### config.mk
export PLATFORM = sky130hd
export DESIGN_NAME = ksa8_rr_arbiter
export DESIGN_NICKNAME = d
export VERILOG_FILES = /design/src/rtl/ksa8_rr_arbiter.sv
export SDC_FILE = /design/constraint.sdc
export NUM_CORES = 1
export LEC_CHECK = 0
export BUFFER_PORTS_ARGS = -buffer_cell sky130_fd_sc_hd__buf_2
export CORE_MARGIN = 5
export CORE_UTILIZATION = 45
export CTS_CLUSTER_DIAMETER = 50
export DETAILED_ROUTE_END_ITERATION = 8
export PLACE_DENSITY = 0.84
export SLEW_MARGIN = 10
export SYNTH_ARGS = -nofsm -noshare
export SYNTH_HDL_FRONTEND = slang
export SYNTH_SLANG_ARGS = --single-unit
export TNS_END_PERCENT = 30
### constraint.sdc
create_clock -name clk -period 4.71 [get_ports clk]
set_clock_uncertainty 0.05 [all_clocks]
set_input_delay 0.942 -clock clk [delete_from_list [all_inputs] [get_ports clk]]
set_output_delay 0.942 -clock clk [all_outputs]
set_load 0.01 [all_outputs]
### src/rtl/ksa8_rr_arbiter.sv
// Round-robin arbiter sharing one 8-bit Kogge-Stone adder between NREQ requesters,
// with optional multi-beat locking and a registered valid/ready result stage.

module KSA_8bit (
  input  logic [7:0] a,
  input  logic [7:0] b,
  output logic [8:0] sum
);
  logic [7:0] g0, p0, g1, p1, g2, p2, g3;

  always_comb begin
    g0 = a & b;
    p0 = a ^ b;
    // Prefix span doubles each level: 1, 2, 4 bits.
    g1 = g0 | (p0 & {g0[6:0], 1'b0});
    p1 = p0 & {p0[6:0], 1'b1};
    g2 = g1 | (p1 & {g1[5:0], 2'b00});
    p2 = p1 & {p1[5:0], 2'b11};
    g3 = g2 | (p2 & {g2[3:0], 4'b0000});
    sum = {g3[7], p0 ^ {g3[6:0], 1'b0}};
  end
endmodule

module ksa8_rr_arbiter #(
  parameter int unsigned NREQ = 4,
  parameter int unsigned IDW  = 2
) (
  input  logic                clk,
  input  logic                rst,
  input  logic [NREQ-1:0]     req_valid,
  input  logic [NREQ-1:0]     req_lock,
  input  logic [NREQ*8-1:0]   req_a,
  input  logic [NREQ*8-1:0]   req_b,
  output logic [NREQ-1:0]     req_ready,
  output logic                res_valid,
  input  logic                res_ready,
  output logic [8:0]          res_sum,
  output logic [IDW-1:0]      res_id,
  output logic                res_last
);
  typedef enum logic {StArb, StLocked} state_e;

  localparam logic [IDW:0]   NreqW   = (IDW+1)'(NREQ);
  localparam logic [IDW-1:0] LastIdx = IDW'(NREQ - 1);

  state_e         state_q;
  logic [IDW-1:0] ptr_q, owner_q;
  logic [IDW-1:0] gnt_idx, ptr_next;
  logic           found, cap, accept;
  logic [7:0]     sel_a, sel_b;
  logic [8:0]     ksa_sum;

  always_comb begin : grant
    logic [IDW:0] cand;
    cap     = ~res_valid | res_ready;
    found   = 1'b0;
    gnt_idx = '0;
    cand    = '0;
    if (state_q == StLocked) begin
      found   = req_valid[owner_q];
      gnt_idx = owner_q;
    end else begin
      // First valid requester at or after ptr, wrapping at NREQ-1.
      for (int unsigned k = 0; k < NREQ; k++) begin
        cand = {1'b0, ptr_q} + (IDW+1)'(k);
        if (cand >= NreqW) cand = cand - NreqW;
        if (!found && req_valid[cand[IDW-1:0]]) begin
          found   = 1'b1;
          gnt_idx = cand[IDW-1:0];
        end
      end
    end
    accept             = cap & found;
    req_ready          = '0;
    req_ready[gnt_idx] = accept;
  end

  always_comb begin
    sel_a    = req_a[8*gnt_idx +: 8];
    sel_b    = req_b[8*gnt_idx +: 8];
    ptr_next = (gnt_idx == LastIdx) ? '0 : gnt_idx + 1'b1;
  end

  KSA_8bit u_ksa (
    .a   (sel_a),
    .b   (sel_b),
    .sum (ksa_sum)
  );

  always_ff @(posedge clk) begin
    if (rst) begin
      state_q   <= StArb;
      ptr_q     <= '0;
      owner_q   <= '0;
      res_valid <= 1'b0;
      res_sum   <= '0;
      res_id    <= '0;
      res_last  <= 1'b0;
    end else begin
      if (accept) begin
        res_valid <= 1'b1;
        res_sum   <= ksa_sum;
        res_id    <= gnt_idx;
        res_last  <= ~req_lock[gnt_idx];
        ptr_q     <= ptr_next;
        owner_q   <= gnt_idx;
        state_q   <= req_lock[gnt_idx] ? StLocked : StArb;
      end else if (res_ready) begin
        res_valid <= 1'b0;
      end
    end
  end
endmodule

-- After elaboration in Yosys (flattened, before gate mapping)
Cells that the tools add are included.
- register bits after elaboration: 16
- input port bits: 75
- output and inout port bits: 17
- word-level logic and storage cells: 91
- add/subtract/negate cells: 8
- order comparisons: 11
- eq/ne operators: 1
- shift operators: 2
- mux-type cells: 39
- bitwise logic cells: 16
- reduce and logical (&&, ||, !) cells: 8
- operators with widths (kind ; count):
    32-bit by 6-bit variable part select with 8-bit output ; 2
    8-bit bitwise AND ; 6
    2-bit 2-to-1 mux ; 14
    8-bit bitwise OR ; 3
    2-bit by 3-bit less-than comparator with 1-bit output, second input constant ; 6
    1-bit 2-to-1 mux ; 18
    8-bit bitwise XOR ; 2
    1-bit binary-select mux with 2-bit select ; 6
    3-bit greater-or-equal comparator, second input constant ; 3
    2-bit by 1-bit subtractor with 2-bit output, second input constant ; 4
    2-bit by 2-bit adder with 3-bit output, second input constant ; 2
    4-bit bitwise AND ; 1
    1-bit logical AND ; 4
    2-bit by 1-bit adder with 3-bit output, second input constant ; 1
    2-bit by 3-bit greater-or-equal comparator with 1-bit output, second input constant ; 1
    1-bit logical NOT ; 3
    2-bit by 1-bit adder with 2-bit output, second input constant ; 1
    1-bit demux with 2-bit select ; 1
    2-bit == test, second input constant ; 1
    2-bit by 1-bit greater-or-equal comparator with 1-bit output, second input constant ; 1
    1-bit NOT ; 2
    2-bit nonzero test ; 1
    1-bit bitwise AND ; 1
    1-bit bitwise OR ; 1

-- Depth between registers and ports, before layout
- word-level depth: 28
- gate-level depth with buffers: 18
- depth with buffers taken out: 15

-- Hierarchy
From an unflattened synthesis, not the netlist that was laid out.
- cells, all modules: 183
- area, all modules: 1685.4 um2
- modules (own cells, without submodules) (module ; times used ; cells each ; area an instance (um2) ; sequential area each (um2)):
    ksa8_rr_arbiter ; 1 ; 142 ; 1352.5 ; 320.3
    KSA_8bit ; 1 ; 41 ; 332.8 ; 0.0

-- Worst setup path after synthesis
OpenSTA, ideal clock, no wires.
- kind: in2reg
- from: input port req_valid[1]
- to: register res_sum[6]
- setup time: 0.079 ns
- arrival time: 3.642 ns
- data required time: 4.581 ns
- slack: 0.938 ns
- cell stages on the path: 17
- path buffers: 3
- cells stage by stage: or2_1 > o2111ai_1 > o211ai_1 > buf_4 > buf_6 > buf_6 > mux2i_1 > o21ai_0 > ha_1 > inv_1 > fa_1 > nand2b_1 > a21boi_0 > o21ai_0 > a21boi_0 > xnor2_1 > a211oi_2
- cells in the longest elaborated chain, start to end: 24
- elaborated cells between the ends (all ways): 43
- those cells by class: shift: 2; mux: 23; bitwise: 12; reduce/logical: 6
- RTL lines (what ; line ; text):
    start: declaration ; 30 ; input logic [NREQ-1:0] req_valid,
    1-bit binary-select mux with 2-bit select ; 67 ; if (!found && req_valid[cand[IDW-1:0]]) begin
    1-bit 2-to-1 mux (not written as such) ; 67 ;
    1-bit 2-to-1 mux ; 67 ;
    1-bit 2-to-1 mux ; 59 ; if (state_q == StLocked) begin
    1-bit logical NOT ; 67 ;
    1-bit logical AND ; 67 ;
    1-bit 2-to-1 mux ; 67 ;
    1-bit 2-to-1 mux ; 59 ;
    [... 8 more ...] ; - ;
    via gnt_idx[0] ; 48 ; logic [IDW-1:0] gnt_idx, ptr_next;
    32-bit by 6-bit variable part select with 8-bit output (on tied branches) ; 79, 80 ;
    8-bit bitwise XOR / 8-bit bitwise AND (equally long branches) ; 13, 12 ;
    8-bit bitwise AND (on tied branches) ; 15, 16 ;
    8-bit bitwise OR / 8-bit bitwise AND (equally long branches) ; 15, 17 ;
    8-bit bitwise AND / 8-bit bitwise OR (equally long branches) ; 17 ; g2 = g1 | (p1 & {g1[5:0], 2'b00});
    8-bit bitwise OR / 8-bit bitwise AND (equally long branches) ; 17, 19 ;
    8-bit bitwise OR ; 19 ; g3 = g2 | (p2 & {g2[3:0], 4'b0000});
    8-bit bitwise XOR * ; 20 ; sum = {g3[7], p0 ^ {g3[6:0], 1'b0}};
    end signal: assignment ; 102 ; res_sum <= ksa_sum;
    end: declaration ; 37 ; output logic [8:0] res_sum,
The timed path passes the listed nets; every way through them passes the cells marked *. The select of a mux whose other input is x is not followed.
A chain may end at the register's enable or synchronous reset.

-- Worst setup path after layout
- from: input port req_valid[1]
- to: register res_sum[6]
- cells in the longest elaborated chain, start to end: 24
- elaborated cells between the ends (all ways): 43
- those cells by class: shift: 2; mux: 23; bitwise: 12; reduce/logical: 6
- RTL lines (what ; line):
    1-bit binary-select mux with 2-bit select ; 67
    1-bit 2-to-1 mux (not written as such) ; 67
    1-bit 2-to-1 mux ; 67
    1-bit 2-to-1 mux ; 59
    1-bit logical NOT ; 67
    1-bit logical AND ; 67
    1-bit 2-to-1 mux ; 67
    1-bit 2-to-1 mux ; 59
    [... 8 more ...] ; -
    32-bit by 6-bit variable part select with 8-bit output (on tied branches) ; 79, 80
    8-bit bitwise XOR / 8-bit bitwise AND (equally long branches) ; 13, 12
    8-bit bitwise AND (on tied branches) ; 15, 16
    8-bit bitwise OR / 8-bit bitwise AND (equally long branches) ; 15, 17
    8-bit bitwise AND / 8-bit bitwise OR (equally long branches) ; 17
    8-bit bitwise OR / 8-bit bitwise AND (equally long branches) ; 17, 19
    8-bit bitwise OR ; 19
    8-bit bitwise XOR ; 20
Several ways; a longest one is shown, not always the timed one. The select of a mux whose other input is x is not followed.

==> results.py <==
metrics = {
    "outcome": {
        "status": "finished, final reports clean",
    },
    "sta": {
        "setup_slack_ns": 0.8065,
        "setup-tns-final_ns": 0,
        "period_needed_ns": 3.904,
        "maxSlewViolCount": 0,
        "slew_headroom_pct": 52.38,
        "fin_crit_sh_pct": 82.88,
        "hold_viol": 0,
        "clock.fmax_mhz": 256.2,
        "final-setup-viol-count": 0,
        "tightest_slew_ns": 0.7143,
        "rsz0062_at_grt": "no",
    },
    "die": {
        "dieArea_um2": 4988,
        "die-width_um": 70.63,
        "num_rows": 22,
        "start_util_pct": 45.87,
        "core_um2": 3606,
        "die_h_um": 70.63,
        "pin_count": 92,
    },
    "global_route": {
        "grt_antenna_before_repair": 0,
        "grt_pass1_vias": 1698,
        "overflow": 0,
        "grt_max_degree": 39,
        "track_usage_pct": 17.18,
        "grt_pass1_wl_um": 7231,
    },
    "setup_path": {
        "crit_fanout": 38,
        "max_stage_delay_ns": 0.37,
        "crit_path_start_kind": "primary input",
        "cp.depth": 17,
        "slowest_stage": "fa_1",
        "critPathRequiredTime_ns": 4.83,
        "crit_chain": "buf_2 > or2_1 > o2111ai_1 > o211ai_1 > buf_12 > mux2_2 > nand2_1 > o21ai_0 > ha_1 > inv_1 > fa_1 > nand2b_1 > a21boi_0 > o21ai_0 > a21boi_0 > xnor2_1 > a211oi_2",
        "worst_setup_path_end_kind": "register",
        "worstSetupPathType": "in2reg",
        "r2r_cells": 15,
        "cp.arrival_ns": 4.03,
        "cp_num_buf_inv": 3,
        "critPathTopFamily": "compound AO/OA/AOI/OAI gates",
    },
    "routing": {
        "postRouteAntennaNets": 0,
        "wl_um": 4382,
        "drc": 0,
        "num_vias": 1759,
        "wl_per_cell_um": 12.85,
        "via_per_inst": 5.158,
        "first_pass_iters": 4,
        "drtIter0Drc": 74,
    },
    "layout": {
        "final_nets": 382,
        "fillCellCount": 336,
        "diodes": 0,
        "drive_gt1_share_pct": 40.27,
        "syn_to_final_growth_pct": 31.85,
    },
    "clock_tree": {
        "cts_made_buffers": 3,
        "clk_latency_ns": 0.25,
        "clockBufferDepth": 2,
        "clock_sinks": 16,
        "root_buffer": "clkbuf_8",
        "cts_tree": "yes",
        "cts_hold_buf": 0,
        "cts_setup_buffers": 0,
        "htreeDepth": 1,
        "cts_resized": 0,
        "cts.reportedPaths.clkPinSlew_ns": 0.06,
    },
    "power": {
        "power.leakage_nw": 1.077,
        "switching_share_pct": 44.97,
        "ir_drop_v": 0.0002762,
        "p_clk_share_pct": 9.4,
        "p_int_mw": 0.6945,
        "combPwrFrac_pct": 73.0,
        "p_sw_mw": 0.5674,
        "power_density_nw_per_um2": 578.6,
        "power.share.sequential_pct": 17.6,
    },
    "synth": {
        "yosysTopAreaCellShare_pct": 19.36,
        "synth_common_cells": "34 x nand2_1, 22 x mux2i_1, 18 x o21ai_0",
        "ys_ff_latch": 16,
        "postSynthCellCount": 207,
        "yosysSeqAreaShare_pct": 19.36,
        "synth_area_per_cell_um2": 7.991,
        "yosysMostFrequentCell": "nand2_1",
        "synth_flop_cell": "dfxtp_1",
        "synth.area.top_cells": "dfxtp_1 19%, mux2i_1 13%, mux2_2 9.5%, ha_1 9.1%, nand2_1 7.7%",
        "yosysTopAreaCell": "dfxtp_1",
        "synthesis.area_um2": 1654,
        "synth_fp_nets": 295,
        "synth_edf_count": 0,
        "synth.distinct_cells": 39,
        "ys_async_sr_fraction_pct": 0,
        "yosys_warnings": 0,
    },
    "placed_design": {
        "dp_hpwl_um": 3643,
        "port_buffers": 91,
        "place_ws_ns": 0.5589,
        "routabilityCongestion": 0.8017,
    },
    "hold_path": {
        "hold_class": "reg2reg",
        "hold_depth": 2,
    },
    "run": {
        "drv_cap": 0,
    },
}
==> sequential cells by signal, summed over array words and instances (netlist names) <==
name / count
owner_q: 2
ptr_q: 2
res_last: 1
res_sum: 9
res_valid: 1
state_q: 1
==> metal layers <==
layer | track usage (%) | wire [um] | vias to the layer above
li1 | - | - | 902
met1 | 20.31 | 1753 | 804
met2 | 30.56 | 2228 | 51
met3 | 6.250 | 380 | 2
met4 | 2.296 | 19 | 0
met5 | 0 | 0 | -
==> logic make-up after synthesis <==
logic type | share of synthesized area (%)
AOI/OAI and AO/OA | 18.16
muxes | 24.43
DFF | 19.36
buffers and inverters | 7.791
adders and majority gates | 10.29
and+or+nand+nor | 18.38
xor gates and xnor gates | 1.589
==> cell type report <==
class / instances / area, um^2 / area share [%]
Sequential cell: 16 / 320.3 / 14.69
Multi-Input combinational cell: 168 / 1214 / 55.65
Clock buffer: 4 / 55.05 / 2.524
Tap cell: 48 / 60.06 / 2.754
Inverter: 11 / 41.29 / 1.893
Timing Repair Buffer: 94 / 490.5 / 22.49
==> worst reg2reg max path: cells and delay by family (launching register included) <==
kind                     cells  cell delay, ns
flip-flops                   1            0.40
adder cells (fa/ha/maj)      2            0.60
buffers and inverters        2            0.34
XOR/XNOR                     1            0.10
multiplexers                 1            0.21
AO/OA/AOI/OAI                6            1.26
AND/OR/NAND/NOR              3            0.42
==> worst paths after layout <==
kind / startpoint / to / slack [ns]
setup / recovery: req_valid[1] / res_sum[6] / 0.81
setup reg to reg: state_q / res_sum[6] / 1.26
hold reg to reg: res_sum[5] / res_sum[5] / 0.41
hold / removal: res_sum[5] / res_sum[5] / 0.41
==> cells in the final DEF, fill, tap and decap left out, types with 2 or more instances in the layout <==
cell type / n
mux2_2: 14
xnor2_1: 2
nor3_1: 4
nand2_1: 34
nand2b_1: 5
nor2_1: 10
mux2i_1: 22
dfxtp_1: 16
o21ai_0: 18
ha_1: 12
a21oi_1: 17
clkbuf_8: 4
inv_1: 11
nand3_1: 4
buf_4: 2
buf_2: 91
a21boi_0: 2
and2_1: 4
==> power by group through the flow <==
stage | sequential, mW | combinational [mW] | clock (mW)
after floorplan | 0.232 | 0.708 | 0
after global placement | 0.222 | 0.900 | 0
after detailed placement | 0.225 | 0.916 | 0
after CTS | 0.222 | 0.922 | 0.123
after global routing | 0.229 | 1.03 | 0.132
final | 0.222 | 0.921 | 0.119
==> per-stage QoR <==
step / power [mW] / hold WS, ns / cells / utilization [%] / instance area [um^2]
after global routing: 1.393 / 0.4267 / 341 / 60.48 / 2181
after CTS: 1.267 / 0.4141 / 341 / 60.48 / 2181
after global placement: 1.122 / 0.3893 / 337 / 58.95 / 2126
after floorplan: 0.9402 / 0.4247 / 207 / - / 1654
final: 1.262 / 0.4097 / 341 / 60.48 / 2181
after detailed placement: 1.140 / 0.3976 / 337 / 58.95 / 2126
Power figures use the tool's default switching activity.
